## src/rtl/instr_fetch_stage_pkg.sv

```systemverilog
// Shared MIPS definitions for the fetch stage.
// Holds the default datapath widths, the NOP/HALT instruction encodings
// and the fetch FSM state type used by instr_fetch_stage.
package instr_fetch_stage_pkg;

    localparam int NB_PC_DEF        = 32;
    localparam int NB_INSTR_DEF     = 32;
    localparam int NB_IMEM_ADDR_DEF = 10;

    localparam logic [31:0] INSTR_NOP  = 32'h0000_0000;
    localparam logic [31:0] INSTR_HALT = 32'hFFFF_FFFF;

    typedef enum logic {
        ST_RUN    = 1'b0,
        ST_HALTED = 1'b1
    } fetch_state_t;

endpackage

```

## src/rtl/instr_fetch_stage_if.sv

```systemverilog
// Bundle of every fetch-stage signal except clock and reset.
//   slave  : view of the fetch stage (consumes i_*, drives o_*)
//   master : view of the surrounding pipeline / memory (drives i_*)
// Signals:
//   i_valid, i_hazard             step enable and stall request
//   i_branch_taken/_target        taken-branch redirect from ID
//   i_jump/_target                jump redirect from ID
//   o_imem_addr, i_imem_data      combinational instruction memory read
//   o_pc                          current fetch PC
//   o_if_id_instr/_pc_next/_valid IF/ID pipeline register
//   o_halted, o_cycle_count       status
interface instr_fetch_stage_if
    import instr_fetch_stage_pkg::*;
#(
    parameter int NB_PC        = NB_PC_DEF,
    parameter int NB_INSTR     = NB_INSTR_DEF,
    parameter int NB_IMEM_ADDR = NB_IMEM_ADDR_DEF
);
    logic                    i_valid;
    logic                    i_hazard;
    logic                    i_branch_taken;
    logic [NB_PC-1:0]        i_branch_target;
    logic                    i_jump;
    logic [NB_PC-1:0]        i_jump_target;
    logic [NB_IMEM_ADDR-1:0] o_imem_addr;
    logic [NB_INSTR-1:0]     i_imem_data;
    logic [NB_PC-1:0]        o_pc;
    logic [NB_INSTR-1:0]     o_if_id_instr;
    logic [NB_PC-1:0]        o_if_id_pc_next;
    logic                    o_if_id_valid;
    logic                    o_halted;
    logic [31:0]             o_cycle_count;

    modport slave (
        input  i_valid, i_hazard, i_branch_taken, i_branch_target,
               i_jump, i_jump_target, i_imem_data,
        output o_imem_addr, o_pc, o_if_id_instr, o_if_id_pc_next,
               o_if_id_valid, o_halted, o_cycle_count
    );

    modport master (
        output i_valid, i_hazard, i_branch_taken, i_branch_target,
               i_jump, i_jump_target, i_imem_data,
        input  o_imem_addr, o_pc, o_if_id_instr, o_if_id_pc_next,
               o_if_id_valid, o_halted, o_cycle_count
    );
endinterface

```

## src/rtl/instr_fetch_stage_pc_unit.sv

```systemverilog
// pc_unit: program counter register and next-PC selection.
// Ports:
//   i_clock, i_reset     clock and synchronous active-high reset
//   i_advance            load the selected next PC this cycle
//   i_branch_taken/_tgt  highest-priority redirect
//   i_jump/_tgt          second-priority redirect
//   o_pc                 current PC
//   o_pc_plus4           sequential successor (wraps modulo 2^NB_PC)
module pc_unit #(
    parameter int               NB_PC    = 32,
    parameter logic [NB_PC-1:0] RESET_PC = '0
) (
    input  logic             i_clock,
    input  logic             i_reset,
    input  logic             i_advance,
    input  logic             i_branch_taken,
    input  logic [NB_PC-1:0] i_branch_target,
    input  logic             i_jump,
    input  logic [NB_PC-1:0] i_jump_target,
    output logic [NB_PC-1:0] o_pc,
    output logic [NB_PC-1:0] o_pc_plus4
);
    logic [NB_PC-1:0] pc_reg;
    logic [NB_PC-1:0] pc_next;
    logic [NB_PC-1:0] pc_plus4;

    assign pc_plus4 = pc_reg + NB_PC'(4);

    // Branch beats jump; targets are taken as-is, alignment is not checked.
    always_comb begin
        pc_next = pc_plus4;
        if (i_branch_taken) begin
            pc_next = i_branch_target;
        end else if (i_jump) begin
            pc_next = i_jump_target;
        end
    end

    always_ff @(posedge i_clock) begin
        if (i_reset) begin
            pc_reg <= RESET_PC;
        end else if (i_advance) begin
            pc_reg <= pc_next;
        end
    end

    assign o_pc       = pc_reg;
    assign o_pc_plus4 = pc_plus4;
endmodule

```

## src/rtl/instr_fetch_stage.sv

```systemverilog
// instr_fetch_stage: MIPS instruction fetch with IF/ID register.
// Ports:
//   i_clock  single rising-edge clock
//   i_reset  synchronous active-high reset, overrides everything
//   bus      instr_fetch_stage_if.slave (handshake, redirects, imem, IF/ID,
//            status)
// Behaviour: in RUN, each i_valid cycle without hazard captures the fetched
// word into IF/ID and moves the PC (branch > jump > PC+4). Fetching HALT
// captures it, freezes the PC and enters HALTED, which only reset leaves;
// while halted, every i_valid cycle pushes a bubble into IF/ID.
module instr_fetch_stage
    import instr_fetch_stage_pkg::*;
#(
    parameter int               NB_PC        = NB_PC_DEF,
    parameter int               NB_INSTR     = NB_INSTR_DEF,
    parameter int               NB_IMEM_ADDR = NB_IMEM_ADDR_DEF,
    parameter logic [NB_PC-1:0] RESET_PC     = '0
) (
    input  logic                 i_clock,
    input  logic                 i_reset,
    instr_fetch_stage_if.slave   bus
);
    fetch_state_t            state_reg;
    logic [NB_INSTR-1:0]     if_id_instr_reg;
    logic [NB_PC-1:0]        if_id_pc_next_reg;
    logic                    if_id_valid_reg;
    logic                    halted_reg;
    logic [31:0]             cycle_count_reg;

    logic [NB_PC-1:0]        pc;
    logic [NB_PC-1:0]        pc_plus4;
    logic [NB_IMEM_ADDR-1:0] imem_addr;
    logic                    fetch_step;
    logic                    fetch_is_halt;
    logic                    pc_advance;

    // A real fetch happens only when running, stepped and not stalled.
    assign fetch_step    = (state_reg == ST_RUN) && bus.i_valid && !bus.i_hazard;
    assign fetch_is_halt = (bus.i_imem_data == NB_INSTR'(INSTR_HALT));
    // The HALT word itself is consumed but the PC stays on it.
    assign pc_advance    = fetch_step && !fetch_is_halt;

    pc_unit #(
        .NB_PC    (NB_PC),
        .RESET_PC (RESET_PC)
    ) u_pc_unit (
        .i_clock         (i_clock),
        .i_reset         (i_reset),
        .i_advance       (pc_advance),
        .i_branch_taken  (bus.i_branch_taken),
        .i_branch_target (bus.i_branch_target),
        .i_jump          (bus.i_jump),
        .i_jump_target   (bus.i_jump_target),
        .o_pc            (pc),
        .o_pc_plus4      (pc_plus4)
    );

    // Word address: drop the byte offset, ignore bits above memory depth.
    genvar gi;
    generate
        for (gi = 0; gi < NB_IMEM_ADDR; gi++) begin : g_imem_addr
            assign imem_addr[gi] = pc[gi + 2];
        end
    endgenerate

    always_ff @(posedge i_clock) begin
        if (i_reset) begin
            state_reg         <= ST_RUN;
            if_id_instr_reg   <= NB_INSTR'(INSTR_NOP);
            if_id_pc_next_reg <= '0;
            if_id_valid_reg   <= 1'b0;
            halted_reg        <= 1'b0;
            cycle_count_reg   <= '0;
        end else if (bus.i_valid) begin
            case (state_reg)
                ST_RUN: begin
                    // Counts stalled cycles too; saturates instead of wrapping.
                    if (cycle_count_reg != 32'hFFFF_FFFF) begin
                        cycle_count_reg <= cycle_count_reg + 32'd1;
                    end
                    if (!bus.i_hazard) begin
                        if_id_instr_reg   <= bus.i_imem_data;
                        if_id_pc_next_reg <= pc_plus4;
                        if_id_valid_reg   <= 1'b1;
                        if (fetch_is_halt) begin
                            state_reg  <= ST_HALTED;
                            halted_reg <= 1'b1;
                        end
                    end
                end
                ST_HALTED: begin
                    if_id_instr_reg   <= NB_INSTR'(INSTR_NOP);
                    if_id_pc_next_reg <= '0;
                    if_id_valid_reg   <= 1'b0;
                end
                default: begin
                    state_reg  <= ST_RUN;
                    halted_reg <= 1'b0;
                end
            endcase
        end
    end

    assign bus.o_imem_addr     = imem_addr;
    assign bus.o_pc            = pc;
    assign bus.o_if_id_instr   = if_id_instr_reg;
    assign bus.o_if_id_pc_next = if_id_pc_next_reg;
    assign bus.o_if_id_valid   = if_id_valid_reg;
    assign bus.o_halted        = halted_reg;
    assign bus.o_cycle_count   = cycle_count_reg;
endmodule

```

## src/flat_wrapper.sv

```systemverilog
// flat-port wrapper written by rule: the top's interface ports become plain ports
module instr_fetch_stage_flat import instr_fetch_stage_pkg::*;
#(
    parameter int               NB_PC        = NB_PC_DEF,
    parameter int               NB_INSTR     = NB_INSTR_DEF,
    parameter int               NB_IMEM_ADDR = NB_IMEM_ADDR_DEF,
    parameter logic [NB_PC-1:0] RESET_PC     = '0
)
  (i_clock, i_reset, bus_i_valid, bus_i_hazard, bus_i_branch_taken, bus_i_branch_target, bus_i_jump, bus_i_jump_target, bus_i_imem_data, bus_o_imem_addr, bus_o_pc, bus_o_if_id_instr, bus_o_if_id_pc_next, bus_o_if_id_valid, bus_o_halted, bus_o_cycle_count);
  instr_fetch_stage_if #(.NB_PC(NB_PC), .NB_INSTR(NB_INSTR), .NB_IMEM_ADDR(NB_IMEM_ADDR)) bus_i ();
  input  logic i_clock;
  input  logic i_reset;
  input wire logic [$bits(bus_i.i_valid)-1:0] bus_i_valid;
  input wire logic [$bits(bus_i.i_hazard)-1:0] bus_i_hazard;
  input wire logic [$bits(bus_i.i_branch_taken)-1:0] bus_i_branch_taken;
  input wire logic [$bits(bus_i.i_branch_target)-1:0] bus_i_branch_target;
  input wire logic [$bits(bus_i.i_jump)-1:0] bus_i_jump;
  input wire logic [$bits(bus_i.i_jump_target)-1:0] bus_i_jump_target;
  input wire logic [$bits(bus_i.i_imem_data)-1:0] bus_i_imem_data;
  output wire logic [$bits(bus_i.o_imem_addr)-1:0] bus_o_imem_addr;
  output wire logic [$bits(bus_i.o_pc)-1:0] bus_o_pc;
  output wire logic [$bits(bus_i.o_if_id_instr)-1:0] bus_o_if_id_instr;
  output wire logic [$bits(bus_i.o_if_id_pc_next)-1:0] bus_o_if_id_pc_next;
  output wire logic [$bits(bus_i.o_if_id_valid)-1:0] bus_o_if_id_valid;
  output wire logic [$bits(bus_i.o_halted)-1:0] bus_o_halted;
  output wire logic [$bits(bus_i.o_cycle_count)-1:0] bus_o_cycle_count;
  assign bus_i.i_valid = bus_i_valid;
  assign bus_i.i_hazard = bus_i_hazard;
  assign bus_i.i_branch_taken = bus_i_branch_taken;
  assign bus_i.i_branch_target = bus_i_branch_target;
  assign bus_i.i_jump = bus_i_jump;
  assign bus_i.i_jump_target = bus_i_jump_target;
  assign bus_i.i_imem_data = bus_i_imem_data;
  assign bus_o_imem_addr = bus_i.o_imem_addr;
  assign bus_o_pc = bus_i.o_pc;
  assign bus_o_if_id_instr = bus_i.o_if_id_instr;
  assign bus_o_if_id_pc_next = bus_i.o_if_id_pc_next;
  assign bus_o_if_id_valid = bus_i.o_if_id_valid;
  assign bus_o_halted = bus_i.o_halted;
  assign bus_o_cycle_count = bus_i.o_cycle_count;
  instr_fetch_stage #(.NB_PC(NB_PC), .NB_INSTR(NB_INSTR), .NB_IMEM_ADDR(NB_IMEM_ADDR), .RESET_PC(RESET_PC)) u_core (.i_clock(i_clock), .i_reset(i_reset), .bus(bus_i));
endmodule
```

## config.mk

```make
export PLATFORM = sky130hd
export DESIGN_NAME = instr_fetch_stage_flat
export DESIGN_NICKNAME = d
export VERILOG_FILES = /design/src/rtl/instr_fetch_stage_pkg.sv /design/src/rtl/instr_fetch_stage_if.sv /design/src/rtl/instr_fetch_stage_pc_unit.sv /design/src/rtl/instr_fetch_stage.sv /design/src/flat_wrapper.sv
export SDC_FILE = /design/constraint.sdc
export NUM_CORES = 1
export LEC_CHECK = 0
export ABC_AREA = 1
export CAP_MARGIN = 5
export CELL_PAD_IN_SITES_DETAIL_PLACEMENT = 0
export CELL_PAD_IN_SITES_GLOBAL_PLACEMENT = 1
export CORE_ASPECT_RATIO = 1.2
export CORE_UTILIZATION = 34
export DETAILED_ROUTE_END_ITERATION = 8
export GPL_TIMING_DRIVEN = 0
export PLACE_DENSITY_LB_ADDON = 0.05
export SLEW_MARGIN = 20
export SYNTH_ARGS = -nofsm -noshare
export SYNTH_HDL_FRONTEND = slang
export SYNTH_HIERARCHICAL = 1
export SYNTH_SLANG_ARGS = --single-unit
export TNS_END_PERCENT = 100
```

## constraint.sdc

```tcl
create_clock -name i_clock -period 3.35 [get_ports i_clock]
set_input_delay 1.005 -clock i_clock [delete_from_list [all_inputs] [get_ports i_clock]]
set_output_delay 1.005 -clock i_clock [all_outputs]
set_load 0.005 [all_outputs]
```

# --- After elaboration in Yosys (flattened, before gate mapping) ---
# Index checks and enable logic that the tools add are counted.
op_classes:
  add_sub_neg: 2
  n_eq_ne: 3
  n_mux: 11
  n_bitwise: 2
  n_reduce_logical: 8
op_table:
  columns: ["cell", "count"]
  rows:
  - ["2-to-1 mux 32 bit", 4]
  - ["case mux 32 bit (2 select lines)", 2]
  - ["adder 32 x 1 -> 32 bit (second input constant)", 1]
  - ["adder 32 x 3 -> 32 bit (second input constant)", 1]
  - ["== test 32 bit (second input constant)", 1]
  - ["!= test 32 bit (second input constant)", 1]
  - ["2-to-1 mux 1 bit", 4]
  - ["AND reduction 4 bit", 1]
  - ["logical AND 1 bit", 3]
  - ["AND reduction 3 bit", 1]
  - ["zero test 1 bit", 2]
  - ["!= test 2 bit (second input constant)", 1]
  - ["inverter 1 bit", 2]
  - ["case mux 1 bit (2 select lines)", 1]
  - ["AND reduction 2 bit", 1]
word_totals:
  reg_bits: 131
  inputBits: 102
  output_inout_bits: 140
  word_cells: 33

# --- Logic depth before layout (Yosys ltp) ---
depth:
  ltp_word: 4
  mapped_depth: 11
  depth_no_buf: 10

# --- By module ---
# Netlist, hierarchy kept.
by_module_without_submodules:
  columns: ["mod", "n_inst", "cells_per_inst", "area_each_um2", "seq_area_each_um2"]
  rows:
  - ["instr_fetch_stage", 1, 709, 4823.4, 1981.9]
  - ["pc_unit", 1, 363, 2407.3, 640.6]

# --- Worst setup path before layout ---
# OpenSTA, ideal clock, no wires.
synth_timing:
  kind: "input to register"
  from: "input bus_i_valid"
  to: "register u_core.u_pc_unit.pc_reg[2] (netlist: u_core/u_pc_unit/o_pc[2])"
  setup_ns: 0.116
  arrival_time_ns: 2.448
  required_time_ns: 3.234
  path_slack_ns: 0.785
  path_stages: 11
  n_path_buf: 2
  cell_sequence: "inv_1 -> nor2_1 -> buf_2 -> nand2_1 -> a21oi_1 -> inv_1 -> clkbuf_1 -> a21oi_1 -> o211ai_1 -> o211ai_1 -> inv_1"
synth_via:
  elab_chain_cells: 3
synth_rtl:
  columns: ["item", "line_no", "rtl"]
  rows:
  - ["from (decl)", "flat_wrapper.sv:13", "input wire logic [$bits(bus_i.i_valid)-1:0] bus_i_valid;"]
  - ["logical AND 1 bit (2 in series)", "instr_fetch_stage.sv:38", "assign fetch_step = (state_reg == ST_RUN) && bus.i_valid && !bus.i_hazard;"]
  - ["logical AND 1 bit", "instr_fetch_stage.sv:41", "assign pc_advance = fetch_step && !fetch_is_halt;"]
  - ["named net u_core.pc_advance", "instr_fetch_stage.sv:35", "logic pc_advance;"]
  - ["to (signal assigned)", "instr_fetch_stage_pc_unit.sv:43", "pc_reg <= pc_next;"]
  - ["to (decl)", "instr_fetch_stage_pc_unit.sv:23", "logic [NB_PC-1:0] pc_reg;"]
# The timed path passes the listed nets, and every way through them passes these cells.
# A chain may end at the register's enable or synchronous reset.

# --- Worst setup path in the final report ---
layout_timing:
  from: "input bus_i_valid"
  to: "register u_core.u_pc_unit.pc_reg[29] (netlist: u_core/u_pc_unit/o_pc[29])"
# Same word-level chain as after synthesis.

==> impl_metrics.yaml <==
outcome:
  outcome: "complete, no violations"
power_and_ir_drop:
  p_switching_uw: 1080
  finalPower_uw: 4100
  p_sw_frac: 0.264
  combPwrFrac: 0.135
  p_clk_frac: 0.455
  p_leak_uw: 0.00384
  internal-power_uw: 3020
  vdd_ir_drop_max_uv: 354
  seqPwrFrac: 0.410
  p_per_area_mw_per_mm2: 387
cts:
  clkSinkCount: 131
  cts_max_level: 4
  postCtsSetupBuffers: 0
  clockBufferDepth: 2
  cts.clk_slew.worst_paths_ns: 0.06
  cts_tree: "built"
  root_buffer: "clkbuf_16"
  worstSkewPairLatency_ns: 0.42
  cts_made_buffers: 17
critical_path:
  cp_data_required_time_ns: 3.64
  path_class: "in -> reg"
  worst_setup_path_start_kind: "input pin"
  critPathCaptureType: "register"
  path_max_fanout: 10
  cp.arrival_ns: 3.36
  reg2reg_depth: 9
layout:
  final_nets: 1435
  drive_gt1_frac: 0.0856
  synthToLayoutAreaGrowth_pct: 46.4
  final_area_mm2: 0.0106
  fin_cells: 1614
yosys:
  yosys.cell_count.top_type: "nand2_1"
  ys_seq_area_frac: 0.363
  yosys_warnings: 6
  yosysTopAreaCellShare: 0.363
  synth_fp_nets: 1176
  avgSynthCellArea_um2: 6.75
  synth_area_mm2: 0.00723
  yosysUniqueCellTypes: 34
  netlist_top_cells_count: "nand2_1 (230), nand3_1 (172), dfxtp_1 (131), nor2_1 (121), a21oi_1 (117)"
  synth_area_leaders: "dfxtp_1 (36%), nand2_1 (12%), nand3_1 (12%)"
  ys_ff_latch: 131
  ys.flop_type: "dfxtp_1"
  synthArstFlopShare: 0
  synth-edff-count: 0
  synth_area_leader_cell: "dfxtp_1"
  syn_inst: 1072
route:
  dr.pass1.iters: 5
  ant_nets: 0
  vias: 8117
  drtIter0Drc: 386
  wire_per_inst_um: 17.0
  routed_wl_um: 27400
  vias_per_cell: 5.03
  drc: 0
timing:
  fmax_mhz: 326
  drv_slew: 0
  relSlewSlack: 0.537
  fin_skew_ns: 0.0119
  min_period_ns: 3.07
  setup_viol: 0
  finalCritPeriodShare: 0.915
  whs_ns: 0.468
  rsz0062_at_grt: "no"
  worst_slew_pin_slew_ns: 0.694
  tns_ns: 0
  hold_viol_final: 0
global_routing:
  grt_pass1_wl_um: 42400
  grt-ovfl-total: 0
  grt_pass1_vias: 7801
  antenna_found_initial: 1
  grt_usage: 0.253
  grt_max_degree: 17
floorplanning:
  coreArea_mm2: 0.0209
  die_w_um: 135
  io_pins: 242
  fp.dieArea_mm2: 0.0219
  std_cell_rows: 58
  die_height_um: 162
  start_util: 0.346
placed_design:
  gp_congestion: 0.897
  port_buffers: 240
  placed_area_mm2: 0.00997
  dp_hpwl_um: 21300
  dpl.cell_count: 1582
min_path:
  hold_depth: 2
  hp-class: "reg -> reg"
job:
  cap_violations: 0
## worst max-delay path, cell delays in order
cell and delay, ns:
clkdlybuf4s50_1 0.51, inv_1 0.08, nor2_2 0.19, clkbuf_4 0.27, nand2_1 0.13, a21oi_4 0.31, inv_1 0.11, clkbuf_2 0.25
a221oi_1 0.35, a21oi_1 0.13
## power by group through the flow
stage	clock, uW	sequential (uW)	combinational (uW)
final	1870	1680	554
after global routing	1970	1690	604
after CTS	1900	1680	554
after detailed placement	0	1710	551
after global placement	0	1710	548
after floorplan	0	1700	210
## cells in the final DEF, fill, tap and decap left out, types with 3 or more instances in the layout
cell type	n
clkdlybuf4s50_1	240
nand2_1	230
nand3_1	172
dfxtp_1	131
nor2_1	120
a21oi_1	116
inv_1	66
clkbuf_1	44
o21ai_0	29
a221oi_1	23
nand4_1	19
clkbuf_16	17
buf_2	12
buf_4	12
nor2_4	11
a21oi_2	10
nor2_2	9
nand2_2	8
nand3b_1	8
xor2_2	7
xor2_1	6
inv_6	4
nor3_1	4
xnor2_1	4
clkinv_2	3
clkinvlp_4	3
o211ai_1	3
a221oi_2	3
## metal layers
layer / wire length [um] / vias up / GRT usage
met5: 0 / - / 0
met4: 816 / 0 / 0.104
met3: 1450 / 46 / 0.0474
met2: 13700 / 238 / 0.443
met1: 11500 / 3716 / 0.301
li1: - / 4117 / -
## cells by family (layout without fill, tap and decap cells)
kind of cell / after synthesis / in the layout / synth area share
AND/OR/NAND/NOR: 589 / 589 / 0.369
adder cells (fa/ha/maj): 2 / 2 / 0.00346
XOR/XNOR: 17 / 17 / 0.0279
AO/OA/AOI/OAI: 189 / 189 / 0.152
other: 0 / 1 / 0
flip-flops: 131 / 131 / 0.363
buffers and inverters: 144 / 415 / 0.0853
## through the flow
step / util / worst slack, ns
global placement: 0.477 / -0.743
finish: 0.507 / 0.285
floorplan: - / 0.785
global route: 0.507 / 0.0920
detailed placement: 0.477 / -0.739
CTS: 0.505 / 0.0623
## worst paths after layout
path / start / end / slack, ns
max: bus_i_valid / u_core/u_pc_unit/o_pc[29] / 0.28
min: u_core/bus.o_halted / u_core/bus.o_halted / 0.47
max reg2reg: u_core/state_reg / u_core/u_pc_unit/o_pc[29] / 0.72
min reg2reg: u_core/bus.o_halted / u_core/bus.o_halted / 0.47
## area by class of cell
type                    instances  area (um^2)
repair buffers                240         2400
plain buffers                  75          363
well taps                     270          338
diodes                          1         2.50
clock buffers                  17          425
multi-input cells             797         4020
inverters                      69          259
clock inverters                14          153
flip-flops and latches        131         2620
fillers                      2158        10300
## repair_timing
action                     CTS  global route
hold endpoints to repair     0             0
setup endpoints to repair   30            23
gates resized for setup      2             9
hold buffers                 0             0
(Power assumes the default switching activity.)
